--- config.mk ---
export PLATFORM = sky130hd
export DESIGN_NAME = nway_cache_control_flat
export DESIGN_NICKNAME = d
export VERILOG_FILES = /design/src/rtl/nway_cache_control_pkg.sv /design/src/rtl/nway_cache_control_if.sv /design/src/rtl/nway_cache_control_plru_tree.sv /design/src/rtl/nway_cache_control.sv /design/src/flat_wrapper.sv
export SDC_FILE = /design/constraint.sdc
export NUM_CORES = 1
export LEC_CHECK = 0
export CAP_MARGIN = 20
export CORE_UTILIZATION = 40
export DETAILED_ROUTE_END_ITERATION = 7
export GPL_TIMING_DRIVEN = 0
export MAX_ROUTING_LAYER = met4
export PLACE_DENSITY = 0.85
export SKIP_CTS_REPAIR_TIMING = 1
export SLEW_MARGIN = 40
export SYNTH_ARGS = -nofsm -noshare
export SYNTH_HDL_FRONTEND = slang
export SYNTH_HIERARCHICAL = 1
export SYNTH_SLANG_ARGS = --single-unit
--- constraint.sdc ---
create_clock -name clk -period 4.1 [get_ports clk]
set_clock_uncertainty 0.2 [all_clocks]
set_input_delay 0.82 -clock clk [delete_from_list [all_inputs] [get_ports clk]]
set_output_delay 0.82 -clock clk [all_outputs]
set_load 0.01 [all_outputs]
--- src/rtl/nway_cache_control_pkg.sv ---
// Shared types and helpers for the N-way cache controller and its PLRU tree.
package cache_pkg;

    localparam int MAX_WAYS = 8;

    typedef enum logic [1:0] {
        IDLE       = 2'd0,
        EVICT      = 2'd1,
        FETCH      = 2'd2,
        WRITE_THRU = 2'd3
    } ctl_state_e;

    typedef enum logic [1:0] {
        OM_CPU    = 2'd0,
        OM_VICTIM = 2'd1,
        OM_PASS   = 2'd2
    } out_mode_e;

    // Index of the lowest set bit; 0 when no bit is set.
    function automatic logic [2:0] lowest_set(input logic [MAX_WAYS-1:0] vec);
        logic [2:0] idx;
        idx = '0;
        for (int i = MAX_WAYS - 1; i >= 0; i--) begin
            if (vec[i]) idx = 3'(i);
        end
        return idx;
    endfunction

endpackage

--- src/rtl/nway_cache_control_if.sv ---
// Bundle of CPU, cache-array and pmem control signals around the controller.
// Handshake: a CPU request (mem_read/mem_write) is held until the cycle in
// which mem_resp is 1; that cycle completes it. A pmem strobe (pmem_read/
// pmem_write) is held until the cycle in which pmem_resp is 1; that cycle
// completes the transfer. pmem_resp is only meaningful while a strobe is up.
interface nway_cache_control_if
    import cache_pkg::*;
#(
    parameter int NUM_WAYS = 4
);
    localparam int WAY_W = $clog2(NUM_WAYS);

    logic                mem_read;
    logic                mem_write;
    logic                mem_resp;
    logic                lockout;
    logic [NUM_WAYS-1:0] hit_vec;
    logic [NUM_WAYS-1:0] valid_vec;
    logic [NUM_WAYS-1:0] dirty_vec;
    logic [NUM_WAYS-2:0] plru_out;
    logic [NUM_WAYS-2:0] plru_in;
    logic                plru_we;
    logic [NUM_WAYS-1:0] way_we;
    logic                dirty_in;
    logic                feedback_sel;
    logic [WAY_W-1:0]    output_way;
    logic [1:0]          output_mode;
    logic                pmem_resp;
    logic                pmem_read;
    logic                pmem_write;
    ctl_state_e          state;

    modport master (
        input  mem_read, mem_write, lockout, hit_vec, valid_vec, dirty_vec,
               plru_out, pmem_resp,
        output mem_resp, plru_in, plru_we, way_we, dirty_in, feedback_sel,
               output_way, output_mode, pmem_read, pmem_write, state
    );

    modport slave (
        output mem_read, mem_write, lockout, hit_vec, valid_vec, dirty_vec,
               plru_out, pmem_resp,
        input  mem_resp, plru_in, plru_we, way_we, dirty_in, feedback_sel,
               output_way, output_mode, pmem_read, pmem_write, state
    );

endinterface

--- src/rtl/nway_cache_control_plru_tree.sv ---
// Combinational tree pseudo-LRU: victim selection and access update.
// Heap layout: node 0 is the root, children of node i are 2i+1 (lower half)
// and 2i+2 (upper half). A bit of 1 points at the upper half.
module plru_tree
    import cache_pkg::*;
#(
    parameter int NUM_WAYS = 4
) (
    input  logic [NUM_WAYS-2:0]         plru_out,
    input  logic [NUM_WAYS-1:0]         valid_vec,
    input  logic [$clog2(NUM_WAYS)-1:0] access_way,
    output logic [$clog2(NUM_WAYS)-1:0] victim,
    output logic [NUM_WAYS-2:0]         plru_in
);
    localparam int WAY_W = $clog2(NUM_WAYS);

    logic [WAY_W-1:0] walk;

    // Follow the tree bits from the root; at level l the node visited is the
    // one whose position matches the way bits chosen so far.
    always_comb begin
        walk = '0;
        for (int l = 0; l < WAY_W; l++) begin
            for (int p = 0; p < (1 << l); p++) begin
                if (int'(walk >> (WAY_W - l)) == p) begin
                    walk[WAY_W-1-l] = plru_out[(1 << l) - 1 + p];
                end
            end
        end
    end

    // An invalid way is always preferred over evicting a live line.
    always_comb begin
        if (!(&valid_vec)) victim = WAY_W'(lowest_set(MAX_WAYS'(~valid_vec)));
        else               victim = walk;
    end

    // Point every node on the accessed way's path away from it.
    always_comb begin
        plru_in = plru_out;
        for (int l = 0; l < WAY_W; l++) begin
            for (int p = 0; p < (1 << l); p++) begin
                if (int'(access_way >> (WAY_W - l)) == p) begin
                    plru_in[(1 << l) - 1 + p] = ~access_way[WAY_W-1-l];
                end
            end
        end
    end

endmodule

--- src/rtl/nway_cache_control.sv ---
// Control FSM for an N-way set-associative write-back L1 cache.
module nway_cache_control
    import cache_pkg::*;
#(
    parameter int NUM_WAYS       = 4,
    parameter bit WRITE_ALLOCATE = 1'b1
) (
    input logic                  clk,
    input logic                  rst_n,
    nway_cache_control_if.master bus
);
    localparam int WAY_W = $clog2(NUM_WAYS);

    ctl_state_e          state_q, state_d;
    logic [WAY_W-1:0]    victim_q, victim_d;
    logic [WAY_W-1:0]    hit_way, victim, access_way;
    logic [NUM_WAYS-2:0] plru_upd;
    logic                req, any_hit;

    assign req      = bus.mem_read | bus.mem_write;
    assign any_hit  = |bus.hit_vec;
    assign hit_way  = WAY_W'(lowest_set(MAX_WAYS'(bus.hit_vec)));
    // The fill updates PLRU for the latched victim; a hit updates its own way.
    assign access_way = (state_q == FETCH) ? victim_q : hit_way;
    assign bus.state  = state_q;

    plru_tree #(.NUM_WAYS(NUM_WAYS)) u_plru (
        .plru_out   (bus.plru_out),
        .valid_vec  (bus.valid_vec),
        .access_way (access_way),
        .victim     (victim),
        .plru_in    (plru_upd)
    );

    // State and latched victim; victim_q only changes when a miss starts.
    always_ff @(posedge clk or negedge rst_n) begin
        if (!rst_n) begin
            state_q  <= IDLE;
            victim_q <= '0;
        end else begin
            state_q  <= state_d;
            victim_q <= victim_d;
        end
    end

    // Next state and all outputs; everything is forced idle while in reset.
    always_comb begin
        state_d          = state_q;
        victim_d         = victim_q;
        bus.mem_resp     = 1'b0;
        bus.plru_we      = 1'b0;
        bus.plru_in      = '0;
        bus.way_we       = '0;
        bus.dirty_in     = 1'b0;
        bus.feedback_sel = 1'b0;
        bus.output_way   = '0;
        bus.output_mode  = OM_CPU;
        bus.pmem_read    = 1'b0;
        bus.pmem_write   = 1'b0;
        if (rst_n) begin
            unique case (state_q)
                IDLE: begin
                    if (req && any_hit) begin
                        bus.mem_resp   = 1'b1;
                        bus.output_way = hit_way;
                        bus.plru_we    = 1'b1;
                        bus.plru_in    = plru_upd;
                        if (bus.mem_write) begin
                            bus.way_we[hit_way] = 1'b1;
                            bus.dirty_in        = 1'b1;
                            bus.feedback_sel    = 1'b1;
                        end
                    end else if (req && !bus.lockout) begin
                        if (!WRITE_ALLOCATE && bus.mem_write) begin
                            state_d = WRITE_THRU;
                        end else begin
                            victim_d = victim;
                            state_d  = (bus.dirty_vec[victim] && bus.valid_vec[victim])
                                       ? EVICT : FETCH;
                        end
                    end
                end
                EVICT: begin
                    bus.output_way  = victim_q;
                    bus.output_mode = OM_VICTIM;
                    bus.pmem_write  = 1'b1;
                    if (bus.pmem_resp) state_d = FETCH;
                end
                FETCH: begin
                    bus.pmem_read = 1'b1;
                    if (bus.pmem_resp) begin
                        bus.way_we[victim_q] = 1'b1;
                        bus.plru_we          = 1'b1;
                        bus.plru_in          = plru_upd;
                        state_d              = IDLE;
                    end
                end
                WRITE_THRU: begin
                    bus.output_mode = OM_PASS;
                    bus.pmem_write  = 1'b1;
                    if (bus.pmem_resp) begin
                        bus.mem_resp = 1'b1;
                        state_d      = IDLE;
                    end
                end
                default: state_d = IDLE;
            endcase
        end
    end

    // Two ways claiming the same tag is a datapath bug.
    assert property (@(posedge clk) disable iff (!rst_n) req |-> $onehot0(bus.hit_vec));

endmodule

--- src/flat_wrapper.sv ---
// flat-port wrapper written by rule: the top's interface ports become plain ports
module nway_cache_control_flat import cache_pkg::*;
#(
    parameter int NUM_WAYS       = 4,
    parameter bit WRITE_ALLOCATE = 1'b1
)
  (clk, rst_n, bus_mem_read, bus_mem_write, bus_lockout, bus_hit_vec, bus_valid_vec, bus_dirty_vec, bus_plru_out, bus_pmem_resp, bus_mem_resp, bus_plru_in, bus_plru_we, bus_way_we, bus_dirty_in, bus_feedback_sel, bus_output_way, bus_output_mode, bus_pmem_read, bus_pmem_write, bus_state);
  nway_cache_control_if #(.NUM_WAYS(NUM_WAYS)) bus_i ();
  input logic clk;
  input logic rst_n;
  input wire logic [$bits(bus_i.mem_read)-1:0] bus_mem_read;
  input wire logic [$bits(bus_i.mem_write)-1:0] bus_mem_write;
  input wire logic [$bits(bus_i.lockout)-1:0] bus_lockout;
  input wire logic [$bits(bus_i.hit_vec)-1:0] bus_hit_vec;
  input wire logic [$bits(bus_i.valid_vec)-1:0] bus_valid_vec;
  input wire logic [$bits(bus_i.dirty_vec)-1:0] bus_dirty_vec;
  input wire logic [$bits(bus_i.plru_out)-1:0] bus_plru_out;
  input wire logic [$bits(bus_i.pmem_resp)-1:0] bus_pmem_resp;
  output wire logic [$bits(bus_i.mem_resp)-1:0] bus_mem_resp;
  output wire logic [$bits(bus_i.plru_in)-1:0] bus_plru_in;
  output wire logic [$bits(bus_i.plru_we)-1:0] bus_plru_we;
  output wire logic [$bits(bus_i.way_we)-1:0] bus_way_we;
  output wire logic [$bits(bus_i.dirty_in)-1:0] bus_dirty_in;
  output wire logic [$bits(bus_i.feedback_sel)-1:0] bus_feedback_sel;
  output wire logic [$bits(bus_i.output_way)-1:0] bus_output_way;
  output wire logic [$bits(bus_i.output_mode)-1:0] bus_output_mode;
  output wire logic [$bits(bus_i.pmem_read)-1:0] bus_pmem_read;
  output wire logic [$bits(bus_i.pmem_write)-1:0] bus_pmem_write;
  output wire logic [$bits(bus_i.state)-1:0] bus_state;
  assign bus_i.mem_read = bus_mem_read;
  assign bus_i.mem_write = bus_mem_write;
  assign bus_i.lockout = bus_lockout;
  assign bus_i.hit_vec = bus_hit_vec;
  assign bus_i.valid_vec = bus_valid_vec;
  assign bus_i.dirty_vec = bus_dirty_vec;
  assign bus_i.plru_out = bus_plru_out;
  assign bus_i.pmem_resp = bus_pmem_resp;
  assign bus_mem_resp = bus_i.mem_resp;
  assign bus_plru_in = bus_i.plru_in;
  assign bus_plru_we = bus_i.plru_we;
  assign bus_way_we = bus_i.way_we;
  assign bus_dirty_in = bus_i.dirty_in;
  assign bus_feedback_sel = bus_i.feedback_sel;
  assign bus_output_way = bus_i.output_way;
  assign bus_output_mode = bus_i.output_mode;
  assign bus_pmem_read = bus_i.pmem_read;
  assign bus_pmem_write = bus_i.pmem_write;
  assign bus_state = bus_i.state;
  nway_cache_control #(.NUM_WAYS(NUM_WAYS), .WRITE_ALLOCATE(WRITE_ALLOCATE)) u_core (.clk(clk), .rst_n(rst_n), .bus(bus_i));
endmodule
==> summary.md, run 1 <==
| Metric | Value |
|---|---|
| RSZ-0062 raised after global routing | `false` |
| Initial DRC Count | `16` |
| Worst min path class | `reg -> reg` |
| Top cell family by delay on the critical path | `buffers and inverters` |
| Worst-margin pin slew | `0.5661 ns` |
| Clock Latency Late Sink | `0.22 ns` |
| Slowest cell on the critical path | `clkdlybuf4s50_1` |
| Antenna Nets Post-Route | `0` |
| WS Path Type | `in -> out` |
| Setup crit end | `bus_plru_in[1]` |
| I/O pins | `40` |
| Initial antenna violation count | `0` |
| Max VDD drop | `0.3121 mV` |
| Leak | `0.4618 nW` |
| Ys Warns | `6` |
| Seq/Total Area, Yosys | `0.1501` |
| DR vias | `835` |
| DRC Markers | `0` |
| Setup TNS | `0 ns` |
| Starting density of the core | `0.4376` |
| Per-cell routed wire length | `about 13 um` |
| Vias/cell | `5.604` |
| Row count | `14` |
| Die area | `1834 um^2` |
| Largest net degree at the start of global routing | `11` |
| Slew margin rel. | `0.6201` |
| Worst reg2reg endpoint | `u_core/victim_q[1]$_DFFE_PN0P_` |
| DPL Wire Length | `1.576 mm` |
| CP bufs+invs | `3` |
| Cell Chain, Critical Path | `clkdlybuf4s50_1 > o41ai_2 > inv_1 > a21oi_1 > and3_1 > clkdlybuf4s50_1` |
| # setup viols final | `0` |
| Syn_area_per_cell | `7.328 um^2` |
| TritonCTS clock tree | `built` |
| Port-buffer cells | `39` |
| Cells after Synth | `91` |
| Share of power burned in registers | `0.166` |
| Worst reg-to-reg setup slack | `1.83 ns` |
| Beginning of the critical path | `bus_hit_vec[0]` |
| CP Capture Type | `output port` |
| Top cells by area, synth | `dfrtp_1 15%, ha_1 9.4%, nor2_1 5.6%, nand2_1 5.1%, and2_1 4.7%` |
| Die width | `42.83 um` |
| Number of global-route vias before repair | `a little over 800` |
| Routability cong. | `between 0.8 and 0.9` |
| Clk sinks | `4` |
| Yosys top cell area share | `0.1501` |
| Clock buffer depth | `2` |
| Layout cells sized above 1 | `0.09774` |
| H-Tree Depth | `1` |
| Crit-path most repeated cell | `clkdlybuf4s50_1` |
| 1st-pass router iterations | `4` |
| Post-Syn Nets | `117` |
| Reg clk slew, reported paths | `0.03 ns` |
| Worst Slack Setup Final | `0.2695 ns` |
| TritonCTS buffer count | `3` |
| Critical Path RT | `just over 3 ns` |
| Total length of routed wires | `1.933 mm` |
| Final Hold Fails | `0` |
| Seq cells post-synth | `4` |
| Gr usage total | `0.2227` |
| CP max FO | `8` |
| Remaining Overflow, GRT | `0` |
| Comb pwr share | `0.735` |
| Total of max-cap violations | `0` |
| Number of inserted diodes | `0` |
| Pwr/cell area | `403.5 nW/um^2` |
| Pint | `0.2514 mW` |
| Root cell of the clock tree | `clkbuf_4` |
| CP Depth | `6` |
| Pre-CTS setup slack | `0.1494 ns` |
| Crit path DAT | `2.81 ns` |
| Library cells used by synthesis | `36` |
| R2r worst-path depth | `5` |
| Worst r2r src | `u_core/bus.state[0]$_DFFE_PN0P_` |
| Pins over their slew limit | `0` |
| CP max stage delay | `about 0.55 ns` |
| Startpoint types | `input pin` |
| Status | `complete, no violations` |
| Minimum clock period | `3.830 ns` |
| NetSw | `0.1953 mW` |
| Area grow syn2layout | `66.04%` |
| Cell area after synthesis | `666.9 um^2` |
| Core area | `1524 um^2` |
| Total Nets Final | `161` |
| Max Freq | `261.1 MHz` |
| Tcrit/Tclk final | `0.9343` |
| Switching Fraction | `0.4372` |
| DIE HEIGHT | `42.83 um` |
| Cell taking the most area after synthesis | `dfrtp_1` |
| Global-route wire length before repair | `3.118 mm` |
| Clock share of power | `0.099` |
[stage by stage]
step	total power [mW]	area (um^2)	util	instances	hold WS, ns
after floorplan	0.2544	666.9	-	91	0.3244
after global placement	0.3896	1077	0.7069	146	0.4077
after detailed placement	0.3980	1077	0.7069	146	0.4166
after CTS	0.4451	1100	0.7217	149	0.4245
after global routing	0.4828	1107	0.7266	149	0.4456
final	0.4468	1107	0.7266	149	0.4287
[final cells by class]
cell class / count / area (um^2)
clock buffers: 3 / 22.52
multi-input cells: 78 / 536.8
fillers: 136 / 416.7
well taps: 16 / 20.02
flip-flops and latches: 4 / 100.1
plain buffers: 3 / 15.01
repair buffers: 39 / 390.4
inverters: 6 / 22.52
[state kept, by name, summed over array words and instances (netlist names)]
| register | cells |
|---|---|
| u_core/victim_q | 2 |
| u_core/bus.state | 2 |
[worst min path at each step]
stage,depth (start not counted),startpoint,endpoint,slack (ns)
after floorplan,0,rst_n,u_core/bus.state[0]$_DFFE_PN0P_,0.32
after CTS,1,u_core/bus.state[1]$_DFFE_PN0P_,u_core/bus.state[1]$_DFFE_PN0P_,0.42
after global placement,1,u_core/bus.state[1]$_DFFE_PN0P_,u_core/bus.state[1]$_DFFE_PN0P_,0.41
after global routing,1,u_core/bus.state[1]$_DFFE_PN0P_,u_core/bus.state[1]$_DFFE_PN0P_,0.45
final,1,u_core/bus.state[1]$_DFFE_PN0P_,u_core/bus.state[1]$_DFFE_PN0P_,0.43
after detailed placement,1,u_core/bus.state[1]$_DFFE_PN0P_,u_core/bus.state[1]$_DFFE_PN0P_,0.42
[logic make-up after synthesis]
kind of cell,count (synthesis),synth area share
AND/OR/NAND/NOR,45,0.3715
buffers and inverters,9,0.05629
multiplexers,4,0.07129
adder cells (fa/ha/maj),5,0.09381
AO/OA/AOI/OAI,24,0.2570
flip-flops,4,0.1501
[synthesized netlist by cell type (all sizes together)]
cell type and n:
a21oi 5, a22oi 2, a311oi 1, a31oi 2, and2 5, and2b 1
and3 4, buf 1, clkbuf 2, dfrtp 4, ha 5, inv 6
mux2 3, mux2i 1, nand2 9, nand3 3, nand4 1, nor2 10
nor2b 3, nor3 3, nor3b 1, nor4 2, nor4b 1, o2111ai 1
o211a 1, o211ai 1, o21a 1, o21ai 6, o21bai 1, o2bb2ai 1
o31ai 1, o41ai 1, or2 1, or4 1
[cell usage in the layout (no fill, tap or decap), types with 4 or more instances in the layout]
cell             netlist  layout
and3_1                 4       4
clkdlybuf4s50_1        0      39
ha_1                   5       5
nand2_1                9       9
a21oi_1                5       5
inv_1                  6       6
and2_1                 5       5
dfrtp_1                4       4
o21ai_0                6       6
nor2_1                10      10
[power groups by stage]
stage | sequential, mW | combinational, mW | clock (mW)
6_report | 0.0741 | 0.328 | 0.0445
5_1_grt | 0.0755 | 0.359 | 0.0479
4_1_cts | 0.0734 | 0.326 | 0.0462
3_5_place_dp | 0.0738 | 0.324 | 0
3_3_place_gp | 0.0722 | 0.317 | 0
2_1_floorplan | 0.0720 | 0.182 | 0
[routing by layer]
metal | wire length (um) | vias to the layer above | global-route usage
met1 | 796 | 374 | 0.2656
met3 | 126 | 2 | 0.02553
li1 | - | 417 | -
met2 | 995 | 42 | 0.3818
met4 | 14 | 0 | 0.08125
met5 | 0 | - | -
(Power assumes the default switching activity.)
==> inputs of run 2 (changes only) <==
--- a/config.mk
+++ b/config.mk
@@ -5,6 +5,7 @@
 export SDC_FILE = /design/constraint.sdc
 export NUM_CORES = 1
 export LEC_CHECK = 0
+export ABC_CLOCK_PERIOD_IN_PS = 4100
 export CAP_MARGIN = 20
 export CORE_UTILIZATION = 40
 export DETAILED_ROUTE_END_ITERATION = 7
==> results of run 2 <==
The final DEF is identical to that of run 1; final timing and power are the same.
==> inputs of run 3 (changes only) <==
--- a/config.mk
+++ b/config.mk
@@ -7,6 +7,7 @@
 export LEC_CHECK = 0
 export ABC_CLOCK_PERIOD_IN_PS = 4100
 export CAP_MARGIN = 20
+export CORE_MARGIN = 4
 export CORE_UTILIZATION = 40
 export DETAILED_ROUTE_END_ITERATION = 7
 export GPL_TIMING_DRIVEN = 0
==> run 3 against run 2 <==
Core utilization fell by 0.83 points. Sequential share of layout area did not move. Cell count did not move. First-iteration DRC count fell by 13%. Clock power rose by 2%. Final area did not move. Die area rose by 30%. Maximum frequency rose by 0.29%. Critical path type unchanged.
==> summary.md, run 3 (synthesis gave the netlist of run 1 again) <==
| Metric | Value |
|---|---|
| Antenna Nets Post-Route | `0 (unchanged)` |
| Max VDD drop | `0.3530 mV (was 0.3121 mV)` |
| Crit-path most repeated cell | `clkdlybuf4s50_1 (unchanged)` |
| CP max stage delay | `0.55 ns (about the same)` |
| Remaining Overflow, GRT | `0 (unchanged)` |
| CP max FO | `8 (unchanged)` |
| Tcrit/Tclk final | `0.9316 (was 0.9343)` |
| Slew margin rel. | `0.6238 (was 0.6201)` |
| Die width | `48.83 um (was 42.83 um)` |
| Core area | `1541 um^2 (was 1524 um^2)` |
| Total of max-cap violations | `0 (unchanged)` |
| Final core area utilization | `0.7183 (was 0.7266)` |
| 1st-pass router iterations | `4 (unchanged)` |
| Clock buffer depth | `2 (unchanged)` |
| Vias/cell | `5.483 (was 5.604)` |
| Total length of routed wires | `1.976 mm (was 1.933 mm)` |
| Final Hold Fails | `0 (unchanged)` |
| Initial antenna violation count | `0 (unchanged)` |
| Slowest cell on the critical path | `clkdlybuf4s50_1 (unchanged)` |
| Worst min path class | `reg -> reg (unchanged)` |
| Largest net degree at the start of global routing | `11 (unchanged)` |
| Per-cell routed wire length | `13.26 um (was 12.97 um)` |
| Startpoint types | `input pin (unchanged)` |
| Clk sinks | `4 (unchanged)` |
| Reg clk slew, reported paths | `0.03 ns (about the same)` |
| RSZ-0062 raised after global routing | `false (unchanged)` |
| Final instance area | `1107 um^2 (unchanged)` |
| Top cell family by delay on the critical path | `buffers and inverters (unchanged)` |
| Worst-margin pin slew | `0.5584 ns (was 0.5661 ns)` |
| Gr usage total | `0.1687 (was 0.2227)` |
| Routability cong. | `0.8517 (was 0.8583)` |
| Setup TNS | `0 ns (unchanged)` |
| Die area | `2384 um^2 (was 1834 um^2)` |
| Leak | `0.4618 nW (unchanged)` |
| Area after DPL | `1077 um^2 (unchanged)` |
| TritonCTS clock tree | `built (unchanged)` |
| Commonest non-fill, non-tap cell in the layout | `clkdlybuf4s50_1 (unchanged)` |
| Number of inserted diodes | `0 (unchanged)` |
| Row count | `14 (unchanged)` |
| Global-route wire length before repair | `3.339 mm (was 3.118 mm)` |
| TritonCTS buffer count | `3 (unchanged)` |
| Hold_ws | `0.4069 ns (was 0.4287 ns)` |
| Starting density of the core | `0.4326 (was 0.4376)` |
| WS Path Type | `in -> out (unchanged)` |
| Port-buffer cells | `39 (unchanged)` |
| Status | `complete, no violations (unchanged)` |
| Area grow syn2layout | `66.04% (unchanged)` |
| CP bufs+invs | `3 (unchanged)` |
| Initial DRC Count | `14 (was 16)` |
| Max Freq | `261.8 MHz (was 261.1 MHz)` |
| DIE HEIGHT | `48.83 um (was 42.83 um)` |
| Cell Chain, Critical Path | `clkdlybuf4s50_1 > o41ai_2 > inv_1 > a21oi_1 > and3_1 > clkdlybuf4s50_1 (unchanged)` |
| Pins over their slew limit | `0 (unchanged)` |
| Layout cells sized above 1 | `0.09774 (unchanged)` |
| DPL Wire Length | `1.621 mm (was 1.576 mm)` |
| # setup viols final | `0 (unchanged)` |
| Clock Latency Late Sink | `0.22 ns (about the same)` |
| Root cell of the clock tree | `clkbuf_4 (unchanged)` |
| CP Capture Type | `output port (unchanged)` |
| Crit path DAT | `2.80 ns (was 2.81 ns)` |
| Most frequent cells in the layout | `39 x clkdlybuf4s50_1, 10 x nor2_1, 9 x nand2_1, 6 x inv_1, 6 x o21ai_0 (unchanged)` |
| Pwr/cell area | `400.3 nW/um^2 (was 403.5 nW/um^2)` |
| Number of global-route vias before repair | `764 (was 811)` |
| Minimum clock period | `3.819 ns (was 3.830 ns)` |
| H-Tree Depth | `1 (unchanged)` |
| DRC Markers | `0 (unchanged)` |
| DR vias | `817 (was 835)` |
| I/O pins | `40 (unchanged)` |
| Total Nets Final | `161 (unchanged)` |
| Critical Path RT | `3.08 ns (about the same)` |
## run 3: cell counts in the layout (fill, tap and decap cells not counted)
Identical to the previous run, type by type.
## run 3: path summary, 6_finish.rpt
check / start / endpoint / slack, ns / depth (start not counted)
worst max-delay path: bus_hit_vec[0] / bus_plru_in[1] / 0.28 / 6
worst min-delay path: u_core/bus.state[1]$_DFFE_PN0P_ / u_core/bus.state[1]$_DFFE_PN0P_ / 0.41 / 1
worst max register to register: u_core/bus.state[1]$_DFFE_PN0P_ / u_core/victim_q[0]$_DFFE_PN0P_ / 1.88 / 5
worst min register to register: u_core/bus.state[1]$_DFFE_PN0P_ / u_core/bus.state[1]$_DFFE_PN0P_ / 0.41 / 1
max in group asynchronous: rst_n / u_core/bus.state[0]$_DFFE_PN0P_ / 2.75 / 1
min in group asynchronous: rst_n / u_core/victim_q[0]$_DFFE_PN0P_ / 0.68 / 1
## run 3: worst register-to-register path: cells and delay by family, from the launching register on
| family | cells | cell delay (ns) |
|---|---|---|
| compound gates | 1 | 0.29 |
| fa+ha+maj | 1 | 0.32 |
| buf+inv | 1 | 0.11 |
| flops | 1 | 0.43 |
| mux | 1 | 0.37 |
| simple gates | 1 | 0.38 |
## run 3: layer usage
metal | track usage | up-vias | part of all wire | routed length [um]
li1 | - | 420 | - | -
met1 | 0.2030 | 368 | 0.41 | 816
met2 | 0.3000 | 29 | 0.51 | 1015
met3 | 0.01529 | 0 | 0.073 | 144
met4 | 0.04036 | 0 | 0 | 0
met5 | - | - | 0 | 0
## run 3: area by class of cell
| cell class | instances | area, um^2 |
|---|---|---|
| Multi-Input combinational cell | 78 | 536.8 |
| Fill cell | 125 | 434.2 |
| Timing Repair Buffer | 39 | 390.4 |
| Sequential cell | 4 | 100.1 |
| Clock buffer | 3 | 22.52 |
| Inverter | 6 | 22.52 |
| Tap cell | 16 | 20.02 |
| Buffer | 3 | 15.01 |
## run 3: power by group
group	switching, mW	total [mW]	internal (mW)
clock network	0.0129	0.0454	0.0325
logic	0.157	0.326	0.168
registers	0.0205	0.0722	0.0517
total	0.191	0.443	0.252
## run 3: per-stage QoR
| step | instances | total power [mW] | worst slack [ns] |
|---|---|---|---|
| floorplan | 91 | 0.2544 | 1.283 |
| global placement | 146 | 0.3941 | 0.1649 |
| detailed placement | 146 | 0.3965 | 0.1612 |
| CTS | 149 | 0.4464 | 0.1297 |
| global route | 149 | 0.4834 | 0.08886 |
| finish | 149 | 0.4432 | 0.2806 |
